==> src/rtl/hazard_scoreboard_pkg.sv <==
// hazard_scoreboard_pkg: shared defaults and scoreboard error-cause encoding
//   REG_AW_DEF / NUM_REGS_DEF : default register address width / register count
//   sb_err_e                  : per-entry error cause (none, overflow, underflow)
package hazard_scoreboard_pkg;
    localparam int REG_AW_DEF   = 4;
    localparam int NUM_REGS_DEF = 16;

    typedef enum logic [1:0] {
        SB_ERR_NONE = 2'd0,
        SB_ERR_OVF  = 2'd1,
        SB_ERR_UNF  = 2'd2
    } sb_err_e;
endpackage

==> src/rtl/hazard_scoreboard_if.sv <==
// hazard_scoreboard_if: ID-stage / writeback / flush bundle for the hazard scoreboard
//   master : drives forward_en, id_*, wb_*, flush; observes hazard/busy/stall/error
//   slave  : the scoreboard side, the reverse directions
interface hazard_scoreboard_if
    import hazard_scoreboard_pkg::*;
#(
    parameter int REG_AW      = REG_AW_DEF,
    parameter int NUM_REGS    = NUM_REGS_DEF,
    parameter int STALL_CNT_W = 16
);
    logic                   forward_en;
    logic                   id_valid;
    logic [REG_AW-1:0]      id_src1;
    logic [REG_AW-1:0]      id_src2;
    logic                   id_two_src;
    logic                   id_wb_en;
    logic [REG_AW-1:0]      id_dest;
    logic                   id_mem_read;
    logic                   wb_valid;
    logic [REG_AW-1:0]      wb_dest;
    logic                   flush;
    logic                   hazard_detected;
    logic [NUM_REGS-1:0]    reg_busy;
    logic [STALL_CNT_W-1:0] stall_count;
    logic                   sb_error;

    modport master (
        output forward_en, id_valid, id_src1, id_src2, id_two_src, id_wb_en,
               id_dest, id_mem_read, wb_valid, wb_dest, flush,
        input  hazard_detected, reg_busy, stall_count, sb_error
    );

    modport slave (
        input  forward_en, id_valid, id_src1, id_src2, id_two_src, id_wb_en,
               id_dest, id_mem_read, wb_valid, wb_dest, flush,
        output hazard_detected, reg_busy, stall_count, sb_error
    );
endinterface

==> src/rtl/hazard_sb_entry.sv <==
// hazard_sb_entry: one register's in-flight writer counter and load-latency timer
//   clk, rst_n : clock, async active-low reset
//   issue      : a writer to this register issues this cycle
//   is_load    : that writer is a load (arms the load timer)
//   wb         : a writer to this register retires this cycle
//   flush      : clear all state, ignoring issue/wb
//   busy       : writer counter is nonzero
//   ld_block   : load result not yet forwardable
//   err        : over/underflow attempted this cycle (counter held)
module hazard_sb_entry
    import hazard_scoreboard_pkg::*;
#(
    parameter int PEND_W   = 2,
    parameter int LOAD_LAT = 1
) (
    input  logic    clk,
    input  logic    rst_n,
    input  logic    issue,
    input  logic    is_load,
    input  logic    wb,
    input  logic    flush,
    output logic    busy,
    output logic    ld_block,
    output sb_err_e err
);
    localparam int TW = (LOAD_LAT > 0) ? $clog2(LOAD_LAT + 1) : 1;

    logic [PEND_W-1:0] pend_q, pend_d;
    logic [TW-1:0]     ldt_q, ldt_d;

    always_comb begin
        err    = SB_ERR_NONE;
        pend_d = pend_q;
        // simultaneous issue and writeback cancel out
        if (flush)
            pend_d = '0;
        else if (issue && !wb) begin
            if (&pend_q) err = SB_ERR_OVF;
            else         pend_d = pend_q + 1'b1;
        end
        else if (wb && !issue) begin
            if (pend_q == '0) err = SB_ERR_UNF;
            else              pend_d = pend_q - 1'b1;
        end
        ldt_d = flush            ? '0 :
                issue            ? (is_load ? TW'(LOAD_LAT) : '0) :
                (ldt_q != '0)    ? ldt_q - 1'b1 : ldt_q;
    end

    always_ff @(posedge clk or negedge rst_n) begin
        if (!rst_n) begin
            pend_q <= '0;
            ldt_q  <= '0;
        end else begin
            pend_q <= pend_d;
            ldt_q  <= ldt_d;
        end
    end

    assign busy     = |pend_q;
    assign ld_block = |ldt_q;
endmodule

==> src/rtl/hazard_scoreboard.sv <==
// hazard_scoreboard: per-register scoreboard hazard detection for the ID stage
//   clk, rst_n : clock, async active-low reset
//   sb (slave) : ID sources/dest, writeback, flush, forward_en in;
//                hazard_detected, reg_busy, stall_count, sb_error out
module hazard_scoreboard
    import hazard_scoreboard_pkg::*;
#(
    parameter int NUM_REGS    = NUM_REGS_DEF,
    parameter int REG_AW      = REG_AW_DEF,
    parameter int PEND_W      = 2,
    parameter int LOAD_LAT    = 1,
    parameter int STALL_CNT_W = 16
) (
    input logic               clk,
    input logic               rst_n,
    hazard_scoreboard_if.slave sb
);
    localparam int NA = 2 ** REG_AW;

    logic [NUM_REGS-1:0]    busy, ld_block;
    sb_err_e                err [NUM_REGS];
    logic [NA-1:0]          blk;
    logic                   hazard, issue, err_any;
    logic [STALL_CNT_W-1:0] stall_q, stall_d;
    logic                   err_q, err_d;

    always_comb begin
        // addresses >= NUM_REGS land on the zero padding, so they never block
        blk                = '0;
        blk[NUM_REGS-1:0]  = sb.forward_en ? ld_block : busy;
        hazard  = sb.id_valid & (blk[sb.id_src1] | (sb.id_two_src & blk[sb.id_src2]));
        issue   = sb.id_valid & sb.id_wb_en & ~hazard & ~sb.flush;
        err_any = 1'b0;
        for (int r = 0; r < NUM_REGS; r++)
            err_any = err_any | (err[r] != SB_ERR_NONE);
        stall_d = (hazard & ~&stall_q) ? stall_q + 1'b1 : stall_q;
        err_d   = err_q | err_any;
    end

    for (genvar r = 0; r < NUM_REGS; r++) begin : g_entry
        hazard_sb_entry #(
            .PEND_W   (PEND_W),
            .LOAD_LAT (LOAD_LAT)
        ) u_entry (
            .clk      (clk),
            .rst_n    (rst_n),
            .issue    (issue & (sb.id_dest == REG_AW'(r))),
            .is_load  (sb.id_mem_read),
            .wb       (sb.wb_valid & (sb.wb_dest == REG_AW'(r))),
            .flush    (sb.flush),
            .busy     (busy[r]),
            .ld_block (ld_block[r]),
            .err      (err[r])
        );
    end

    always_ff @(posedge clk or negedge rst_n) begin
        if (!rst_n) begin
            stall_q <= '0;
            err_q   <= 1'b0;
        end else begin
            stall_q <= stall_d;
            err_q   <= err_d;
        end
    end

    assign sb.hazard_detected = hazard;
    assign sb.reg_busy        = busy;
    assign sb.stall_count     = stall_q;
    assign sb.sb_error        = err_q;
endmodule

==> src/flat_wrapper.sv <==
// flat-port wrapper written by rule: the top's interface ports become plain ports
module hazard_scoreboard_flat import hazard_scoreboard_pkg::*;
#(
    parameter int NUM_REGS    = NUM_REGS_DEF,
    parameter int REG_AW      = REG_AW_DEF,
    parameter int PEND_W      = 2,
    parameter int LOAD_LAT    = 1,
    parameter int STALL_CNT_W = 16
)
  (clk, rst_n, sb_forward_en, sb_id_valid, sb_id_src1, sb_id_src2, sb_id_two_src, sb_id_wb_en, sb_id_dest, sb_id_mem_read, sb_wb_valid, sb_wb_dest, sb_flush, sb_hazard_detected, sb_reg_busy, sb_stall_count, sb_sb_error);
  hazard_scoreboard_if #(.REG_AW(REG_AW), .NUM_REGS(NUM_REGS), .STALL_CNT_W(STALL_CNT_W)) sb_i ();
  input logic clk;
  input logic rst_n;
  input wire logic [$bits(sb_i.forward_en)-1:0] sb_forward_en;
  input wire logic [$bits(sb_i.id_valid)-1:0] sb_id_valid;
  input wire logic [$bits(sb_i.id_src1)-1:0] sb_id_src1;
  input wire logic [$bits(sb_i.id_src2)-1:0] sb_id_src2;
  input wire logic [$bits(sb_i.id_two_src)-1:0] sb_id_two_src;
  input wire logic [$bits(sb_i.id_wb_en)-1:0] sb_id_wb_en;
  input wire logic [$bits(sb_i.id_dest)-1:0] sb_id_dest;
  input wire logic [$bits(sb_i.id_mem_read)-1:0] sb_id_mem_read;
  input wire logic [$bits(sb_i.wb_valid)-1:0] sb_wb_valid;
  input wire logic [$bits(sb_i.wb_dest)-1:0] sb_wb_dest;
  input wire logic [$bits(sb_i.flush)-1:0] sb_flush;
  output wire logic [$bits(sb_i.hazard_detected)-1:0] sb_hazard_detected;
  output wire logic [$bits(sb_i.reg_busy)-1:0] sb_reg_busy;
  output wire logic [$bits(sb_i.stall_count)-1:0] sb_stall_count;
  output wire logic [$bits(sb_i.sb_error)-1:0] sb_sb_error;
  assign sb_i.forward_en = sb_forward_en;
  assign sb_i.id_valid = sb_id_valid;
  assign sb_i.id_src1 = sb_id_src1;
  assign sb_i.id_src2 = sb_id_src2;
  assign sb_i.id_two_src = sb_id_two_src;
  assign sb_i.id_wb_en = sb_id_wb_en;
  assign sb_i.id_dest = sb_id_dest;
  assign sb_i.id_mem_read = sb_id_mem_read;
  assign sb_i.wb_valid = sb_wb_valid;
  assign sb_i.wb_dest = sb_wb_dest;
  assign sb_i.flush = sb_flush;
  assign sb_hazard_detected = sb_i.hazard_detected;
  assign sb_reg_busy = sb_i.reg_busy;
  assign sb_stall_count = sb_i.stall_count;
  assign sb_sb_error = sb_i.sb_error;
  hazard_scoreboard #(.NUM_REGS(NUM_REGS), .REG_AW(REG_AW), .PEND_W(PEND_W), .LOAD_LAT(LOAD_LAT), .STALL_CNT_W(STALL_CNT_W)) u_core (.clk(clk), .rst_n(rst_n), .sb(sb_i));
endmodule
==> config.mk <==
export PLATFORM = sky130hd
export DESIGN_NAME = hazard_scoreboard_flat
export DESIGN_NICKNAME = d
export VERILOG_FILES = /design/src/rtl/hazard_scoreboard_pkg.sv /design/src/rtl/hazard_scoreboard_if.sv /design/src/rtl/hazard_sb_entry.sv /design/src/rtl/hazard_scoreboard.sv /design/src/flat_wrapper.sv
export SDC_FILE = /design/constraint.sdc
export NUM_CORES = 1
export LEC_CHECK = 0
export ABC_CLOCK_PERIOD_IN_PS = 8900
export BUFFER_PORTS_ARGS = -buffer_cell sky130_fd_sc_hd__buf_2
export CORE_ASPECT_RATIO = 1.1
export CORE_MARGIN = 3
export CORE_UTILIZATION = 47
export DETAILED_ROUTE_END_ITERATION = 16
export GPL_TIMING_DRIVEN = 0
export PLACE_DENSITY = 0.76
export SYNTH_ARGS = -nofsm -noshare
export SYNTH_HDL_FRONTEND = slang
export SYNTH_SLANG_ARGS = --single-unit
==> constraint.sdc <==
create_clock -name clk -period 8.9 [get_ports clk]
set_input_delay 1.78 -clock clk [delete_from_list [all_inputs] [get_ports clk]]
set_output_delay 1.78 -clock clk [all_outputs]
set_load 0.05 [all_outputs]
==> impl_metrics.yaml, run 1 <==
cells_and_area:
  diodes: 0
  drive_above_1_share_pct: 17.7
  postLayoutCellArea_sq_mm: 0.00527
  syn_to_final_growth_pct: 12.3
  nets: 642
  layout.cells.non_filler: 738
clock_network:
  cts_hold_buf: 0
  cts_buffers: 9
  clk_latency_ns: 0.36
  root_buffer: "clkbuf_8"
  clockBufferDepth: 2
  cts.sinks: 65
  cts_setup_buffers: 0
  htreeDepth: 3
  cts_resized: 0
  tritoncts: "built"
  clk_pin_slew_ns: 0.07
synthesis:
  synthMuxAreaShare_pct: 7.74
  async_reset_ff_share_pct: 100
  syn_area_sq_mm: 0.00469
  syn_nets: 580
  synth_warnings: 0
  synth_compound_area_share_pct: 18.1
  ys_ff_latch: 65
  synthCells: 554
  yosysTopAreaCell: "dfrtp_1"
  ys_types: 59
  synth-edff-count: 0
  synthTopCellsByArea: "dfrtp_1, mux4_2, o21ai_0, nand2_1, a21oi_1"
  ys.flop_type: "dfrtp_1"
  synth_simple_gate_area_share_pct: 28.2
  synth.top_cell.area_share_pct: 34.7
  synth-xor-area-share_pct: 4.67
  seq_area_frac_synth_pct: 34.7
  yosysMostFrequentCell: "dfrtp_1"
  avgSynthCellArea_sq_um: 8.46
  synthTopCellsByCount: "dfrtp_1, nand2_1, o21ai_0, nor2_1, a21oi_1"
  synth_fa_ha_area_share_pct: 0.267
  synth_top_family_by_area: "simple AND/OR/NAND/NOR gates"
worst_setup_path:
  r2r-start: "u_core.g_entry[14].u_entry.pend_q[0]"
  r2r_setup_slack_ns: 4.97
  rr_worst_depth: 11
  cp.arrival_ns: 4.42
  crit_path_end_kind: "output pin"
  crit_type: "in -> out"
  critPathRequiredTime_ns: 7.12
  path_cells: "clkbuf_1, mux4_2, a22oi_1, a31oi_1, nor4_2, nand2b_1, inv_1, buf_2"
  cp_slowest_cell: "mux4_2"
  cp-endpoint: "sb_hazard_detected"
  crit_path_max_fanout: 9
  rr_endpoint: "u_core.sb.sb_error"
  critPathLaunchType: "primary input"
  max_stage_delay_ns: 0.57
  cp-startpoint: "sb_id_src2[1]"
power_and_ir_drop:
  p_total_w: 0.000708
  peakVddDrop_uv: 216
  p_leak_nw: 2.33
  power_density_mw_per_mm2: 134
place:
  place.gp.congestion: 0.967
  placedCellCount: 722
  place_hpwl_mm: 10.5
  placed_area_sq_mm: 0.00509
  portBuffers: 51
timing:
  drv_slew: 0
  hold_ws_ns: 0.497
  final.setup.tns_ns: 0
  worst_pin_slew_ns: 0.922
  rsz0062_at_grt: "no"
  max_freq_ghz: 0.161
  period_share_pct: 69.6
  setup_viol: 0
  finClkSkew_ns: 0.00822
  hold_violations: 0
  period_needed_ns: 6.20
  slew_headroom_pct: 38.4
global_routing:
  grt_max_degree: 66
  grt_pass1_wl_mm: 22.4
  antenna_found_initial: 0
  grt_use_total_pct: 25.4
  overflow: 0
  grt_pass1_vias: 4380
drt:
  final_antenna_net_count: 0
  wire_per_inst_microns: 18.7
  dr.pass1.iters: 5
  route.detailed.drc: 0
  drt_iter0_drc: 258
  vias_per_cell: 6.19
  vias: 4566
  wirelength_mm: 13.8
floorplanning:
  dieWidth_microns: 101
  io_pins: 59
  initial_utilization_pct: 49.2
  die_height_microns: 111
  rows: 37
  die-area_sq_mm: 0.0112
  core_sq_mm: 0.00954
flow_run:
  drv_cap: 0
min_path:
  min_path_type: "reg -> reg"
  hp-start: "u_core.sb.stall_count[15]"
run_status:
  outcome: "completed"
state kept, by name (all words and copies together), names as in the netlist:
name and cells:
u_core.sb.sb_error 1, u_core.sb.stall_count 16, u_core.g_entry.u_entry.pend_q 32, u_core.g_entry.u_entry.ld_block 16
how the worst min path moves through the flow:
stage	to	slack, ns	cells after the start
floorplan	u_core.g_entry[10].u_entry.pend_q[0]	0.51	1
global placement	u_core.sb.stall_count[9]	0.47	1
detailed placement	u_core.sb.stall_count[15]	0.49	1
CTS	u_core.sb.stall_count[9]	0.50	1
global route	u_core.sb.stall_count[9]	0.52	1
finish	u_core.sb.stall_count[15]	0.50	1
critical path, delay by kind of cell:
family          cells  cell delay (ns)
compound gates      2             0.45
simple gates        2             0.86
buf+inv             3             0.74
mux                 1             0.57
where the power goes:
group | internal [W] | leakage (nW) | switching (W)
sequential | 0.000309 | 0.891 | 0.0000184
combinational | 0.0000409 | 1.35 | 0.000111
clock | 0.000115 | 0.0932 | 0.000113
placed cells by master, fill, tap and decap left out, types with 7 or more instances in the layout:
master / n
inv_1: 16
buf_4: 18
nand2_1: 47
nor2b_1: 11
a211oi_1: 8
or2_1: 10
xnor2_1: 19
dfrtp_1: 65
o21a_1: 7
clkbuf_8: 11
buf_2: 55
nand4_1: 14
a21oi_1: 34
nor2_1: 37
a31oi_1: 11
and3_1: 15
nand3_1: 28
and2_1: 13
mux4_2: 11
clkbuf_1: 20
nor3b_1: 7
mux2i_1: 7
nor4_1: 8
or3_1: 11
nor3_1: 25
o21ai_0: 39
cell type report:
cell class	instances	area, sq um
buffer	42	235
tap	117	146
inverter	16	60.1
multi-input combinational	431	2770
timing repair buffer	51	258
clock inverter	3	15.0
fill	925	4270
clock buffer	13	159
sequential	65	1630
through the flow:
step | worst slack (ns) | util, %
CTS | 2.71 | 55.2
floorplan | 3.46 | -
global placement | 2.67 | 53.4
finish | 2.70 | 55.2
global route | 2.58 | 55.2
detailed placement | 2.73 | 53.4
kinds of logic (layout without fill, tap and decap cells):
logic type,Yosys count,after routing
AOI/OAI and AO/OA,134,134
xor gates and xnor gates,25,25
adders and majority gates,1,1
buffers and inverters,58,125
DFF,65,65
muxes,22,22
and+or+nand+nor,249,249
layer usage:
layer,share of wire (%),GRT usage [%],wire (microns),up-vias
met5,0,0,0,-
met4,3.4,11.9,474,0
met3,6.3,2.64,868,40
met2,48,41.7,6680,191
met1,42,33.3,5800,2186
li1,-,-,-,2149
Power figures use the tool's default switching activity.
==> run 2, diff against run 1 <==
Settings changed: ABC_AREA from default to 1, ABC_CLOCK_PERIOD_IN_PS 8900 to 5000, PLACE_DENSITY 0.76 to 0.78.
Clock period 8.9 ns to 5 ns, I/O delays scaled along.
==> impl_metrics.yaml, run 2 <==
run_status:
  outcome: "completed"
place:
  place_hpwl_mm: 10.2
  placed_area_sq_mm: 0.00526
  placedCellCount: 909
  place.gp.congestion: 0.970
  portBuffers: 56
  dp_slack_ns: 1.36
synthesis:
  synthTopCellsByCount: "nand2_1, nor2_1, nand3_1, inv_1, dfrtp_1"
  synth.top_cell.area_share_pct: 33.7
  ys_types: 38
  seq_area_frac_synth_pct: 33.7
  yosysTopAreaCell: "dfrtp_1"
  synthTopCellsByArea: "dfrtp_1, nand2_1, nand3_1, nor2_1, inv_1"
  yosysMostFrequentCell: "nand2_1"
  syn_nets: 759
  synth_warnings: 0
  avgSynthCellArea_sq_um: 6.58
  ys.flop_type: "dfrtp_1"
  synth-edff-count: 0
  syn_area_sq_mm: 0.00482
  async_reset_ff_share_pct: 100
  synthCells: 733
  ys_ff_latch: 65
global_routing:
  grt_use_total_pct: 23.7
  grt_max_degree: 66
  grt_pass1_vias: 4534
  antenna_found_initial: 0
  overflow: 0
  grt_pass1_wl_mm: 21.5
clock_network:
  cts.sinks: 65
  root_buffer: "clkbuf_8"
  cts_hold_buf: 0
  cts_setup_buffers: 0
  clk_pin_slew_ns: 0.08
  htreeDepth: 3
  cts_resized: 0
  clk_latency_ns: 0.35
  clockBufferDepth: 2
  cts_buffers: 9
  tritoncts: "built"
timing:
  finClkSkew_ns: 0.0150
  final.setup.tns_ns: 0
  hold_violations: 0
  setup_viol: 0
  drv_slew: 0
  period_needed_ns: 3.70
  finalWorstSetupSlack_ns: 1.30
  max_freq_ghz: 0.270
  worst_pin_slew_ns: 0.806
  period_share_pct: 74.0
  slew_headroom_pct: 46.3
  rsz0062_at_grt: "no"
cells_and_area:
  drive_above_1_share_pct: 17.3
  largest_reg_flops: 32
  final_core_util_pct: 55.2
  layout.cells.non_filler: 925
  final_common_cell: "nand2_1"
  largest-register: "u_core.g_entry.u_entry.pend_q"
  layout_common_cells: "nand2_1, nor2_1, nand3_1"
  syn_to_final_growth_pct: 13.7
  diodes: 0
  nets: 826
  postLayoutCellArea_sq_mm: 0.00548
worst_setup_path:
  critPathLaunchType: "primary input"
  path_delay_family: "simple AND/OR/NAND/NOR gates"
  path_common_cell: "nand3_1"
  crit_path_end_kind: "output pin"
  crit_path_max_fanout: 10
  path_cells: "buf_2, buf_6, o21ai_0, nand2_1, nand3_1, nand3_1, nand3_1, nand2_2, nand2_1, inv_1, nor2_1, buf_2"
  crit_buf_inv: 4
  crit_type: "in -> out"
  cp.arrival_ns: 2.70
  max_stage_delay_ns: 0.30
  cp_slowest_cell: "o21ai_0"
  critPathRequiredTime_ns: 4.00
min_path:
  min_path_type: "reg -> reg"
power_and_ir_drop:
  p_leak_nw: 2.83
  peakVddDrop_uv: 231
  power_density_mw_per_mm2: 322
drt:
  final_antenna_net_count: 0
  dr.pass1.iters: 6
  vias_per_cell: 5.26
  drt_iter0_drc: 403
  wirelength_mm: 13.0
  wire_per_inst_microns: 14.1
  route.detailed.drc: 0
  vias: 4866
floorplanning:
  io_pins: 59
  initial_utilization_pct: 48.5
  rows: 38
  die_height_microns: 112
  die-area_sq_mm: 0.0115
  core_sq_mm: 0.00994
  dieWidth_microns: 103
flow_run:
  drv_cap: 0
## run 2: cell count changes after synthesis, moves of 14 or more
cell and delta:
o21ai_0 -23, nor3_1 -19, a21oi_1 -25, o21ai_1 +17
inv_1 +63, nor2_1 +82, clkbuf_1 -14, nand3_1 +86
nand2_1 +132
## run 2: cell families (layout without fill, tap and decap cells)
family          Yosys count  count (layout)  synth area share (%)
compound gates           45              45                  4.93
xor+xnor                 15              15                  2.72
fa+ha+maj                 1               1                 0.259
buf+inv                 116             188                  11.2
flops                    65              65                  33.7
simple gates            491             491                  47.2
## run 2: where the power goes
group / internal [W] / switching (W) / leakage, nW / total (W)
Combinational: 0.000173 / 0.000432 / 1.87 / 0.000605
Clock: 0.000296 / 0.000224 / 0.113 / 0.000520
Sequential: 0.000583 / 0.0000565 / 0.847 / 0.000640
Total: 0.00105 / 0.000712 / 2.83 / 0.00176
## run 2: path summary, 6_finish.rpt
check,start,endpoint,slack (ns),depth (start not counted)
min in group asynchronous,rst_n,u_core.g_entry[2].u_entry.pend_q[0],0.74,1
hold reg to reg,u_core.sb.stall_count[15],u_core.sb.stall_count[15],0.50,1
max in group asynchronous,rst_n,u_core.g_entry[12].u_entry.pend_q[1],3.73,1
setup / recovery,sb_forward_en,sb_hazard_detected,1.30,12
hold / removal,u_core.sb.stall_count[15],u_core.sb.stall_count[15],0.50,1
setup reg to reg,u_core.g_entry[13].u_entry.pend_q[0],u_core.sb.sb_error,2.23,16
## run 2: per-stage QoR
step	hold WS, ns	power [W]
after floorplan	0.475	0.00110
after global placement	0.483	0.00124
after detailed placement	0.486	0.00125
after CTS	0.499	0.00177
after global routing	0.514	0.00186
final	0.498	0.00176
## run 2: metal layers
| metal | GRT usage (%) | vias to the layer above | share of wire (%) |
|---|---|---|---|
| met5 | 0 | - | 0 |
| met4 | 8.40 | 0 | 3.0 |
| met3 | 4.60 | 28 | 5.4 |
| met2 | 37.6 | 167 | 46 |
| met1 | 32.0 | 2187 | 45 |
| li1 | - | 2484 | - |
## run 2: layout make-up
class                      instances  area, sq um
fill                             977         4450
multi-input combinational        552         2660
sequential                        65         1630
inverter                          84          315
timing repair buffer              56          283
buffer                            32          223
tap                              120          150
clock buffer                      10          138
clock inverter                     6         90.1
==> run 3, diff against run 2 <==
Settings changed: ABC_CLOCK_PERIOD_IN_PS 5000 to 3100.
Clock period 5 ns to 3.1 ns, I/O delays scaled along.
==> impl_metrics.yaml, run 3 (synthesis results as in run 2) <==
floorplanning:
  initial_utilization_pct: 48.5
  die_height_microns: 112
  dieWidth_microns: 103
  rows: 38
  core_sq_mm: 0.00994
  io_pins: 59
  die-area_sq_mm: 0.0115
timing:
  worst_pin_slew_ns: 0.809
  period_share_pct: 96.5
  drv_slew: 0
  slew_headroom_pct: 46.1
  setup_viol: 0
  max_freq_ghz: 0.334
  final.setup.tns_ns: 0
  period_needed_ns: 2.99
  finClkSkew_ns: 0.0152
  hold_violations: 0
  rsz0062_at_grt: "no"
place:
  placedCellCount: 909
  place_hpwl_mm: 10.2
  placed_area_sq_mm: 0.00526
  portBuffers: 56
  place.gp.congestion: 0.970
cells_and_area:
  layout.cells.non_filler: 925
  nets: 826
  diodes: 0
  drive_above_1_share_pct: 18.5
  n_fill_cell: 977
  largest_reg_flops: 32
  syn_to_final_growth_pct: 14.2
  final_common_cell: "nand2_1"
  largest-register: "u_core.g_entry.u_entry.pend_q"
  postLayoutCellArea_sq_mm: 0.00551
  layout_common_cells: "nand2_1, nand3_1, nor2_1"
run_status:
  outcome: "completed"
clock_network:
  cts.sinks: 65
  clockBufferDepth: 2
  clk_pin_slew_ns: 0.08
  htreeDepth: 3
  cts_buffers: 9
  root_buffer: "clkbuf_8"
  clk_latency_ns: 0.35
  tritoncts: "built"
  cts_setup_buffers: 0
  cts_hold_buf: 0
worst_setup_path:
  r2r_setup_slack_ns: 0.40
  rr_endpoint: "u_core.sb.sb_error"
  r2r-start: "u_core.g_entry[3].u_entry.pend_q[1]"
  crit_path_max_fanout: 6
  critPathLaunchType: "flip-flop"
  crit_type: "reg -> out"
  cp.arrival_ns: 2.37
  crit_path_end_kind: "output pin"
  rr_worst_depth: 16
  critPathRequiredTime_ns: 2.48
power_and_ir_drop:
  p_leak_nw: 2.83
  peakVddDrop_uv: 372
  power_density_mw_per_mm2: 519
min_path:
  min_path_type: "in -> async"
flow_run:
  drv_cap: 0
drt:
  dr.pass1.iters: 5
  wire_per_inst_microns: 14.1
  drt_iter0_drc: 443
  route.detailed.drc: 0
  wirelength_mm: 13.1
  vias: 4899
  vias_per_cell: 5.30
  final_antenna_net_count: 0
global_routing:
  overflow: 0
  antenna_found_initial: 0
  grt_pass1_wl_mm: 21.5
  grt_max_degree: 66
  grt_use_total_pct: 23.7
  grt_pass1_vias: 4534
==> run 3: metal layers <==
metal	wire length [microns]	global-route usage (%)	share of wire (%)
met4	414	8.40	3.2
met1	5900	32.0	45
met3	721	4.60	5.5
met5	0	0	0
met2	6030	37.6	46
==> run 3: stage by stage <==
step	power [W]	hold slack, ns	util [%]	worst slack (ns)
3_3_place_gp	0.00201	0.483	52.9	0.163
4_1_cts	0.00286	0.380	55.2	0.104
5_1_grt	0.00301	0.419	55.4	0.00737
3_5_place_dp	0.00202	0.486	52.9	0.191
6_report	0.00286	0.358	55.4	0.110
2_1_floorplan	0.00177	0.324	-	0.328
==> run 3: final cells by class <==
cell class | count | area, sq um | share of cell area, %
plain buffers | 32 | 223 | 4.04
flip-flops and latches | 65 | 1630 | 29.5
clock inverters | 6 | 90.1 | 1.64
multi-input cells | 552 | 2680 | 48.7
repair buffers | 56 | 283 | 5.13
clock buffers | 10 | 138 | 2.50
well taps | 120 | 150 | 2.73
inverters | 84 | 315 | 5.72
==> run 3: power breakdown <==
part           internal [W]  total, W  switching (W)
registers          0.000940   0.00104      0.0000965
logic              0.000285  0.000981       0.000697
clock network      0.000478  0.000840       0.000363
==> run 3: critical path, cell delays in order (launching register included) <==
cell and delay, ns:
dfrtp_1 0.39, nor2_1 0.35, nand2_1 0.15, nand3_1 0.10
nand3_1 0.09, nand3_1 0.08, nand3b_1 0.09, nand2_2 0.17
nand2_1 0.14, inv_1 0.19, nor2_1 0.06, buf_2 0.21
==> run 3: how the worst max path moves through the flow <==
stage / start / to / slack [ns] / depth (start not counted)
global placement: sb_forward_en / sb_hazard_detected / 0.16 / 12
finish: u_core.g_entry[3].u_entry.pend_q[1] / sb_hazard_detected / 0.11 / 11
CTS: u_core.g_entry[1].u_entry.pend_q[0] / sb_hazard_detected / 0.10 / 11
global route: u_core.g_entry[3].u_entry.pend_q[1] / sb_hazard_detected / 0.007 / 11
detailed placement: sb_forward_en / u_core.sb.sb_error / 0.19 / 18
floorplan: sb_id_src1[0] / sb_hazard_detected / 0.33 / 10
==> run 3: what timing repair did <==
action | CTS | global route
endpoints found under the setup margin | 0 | 1
resized for setup | 0 | 10
hold endpoints to repair | 0 | 0
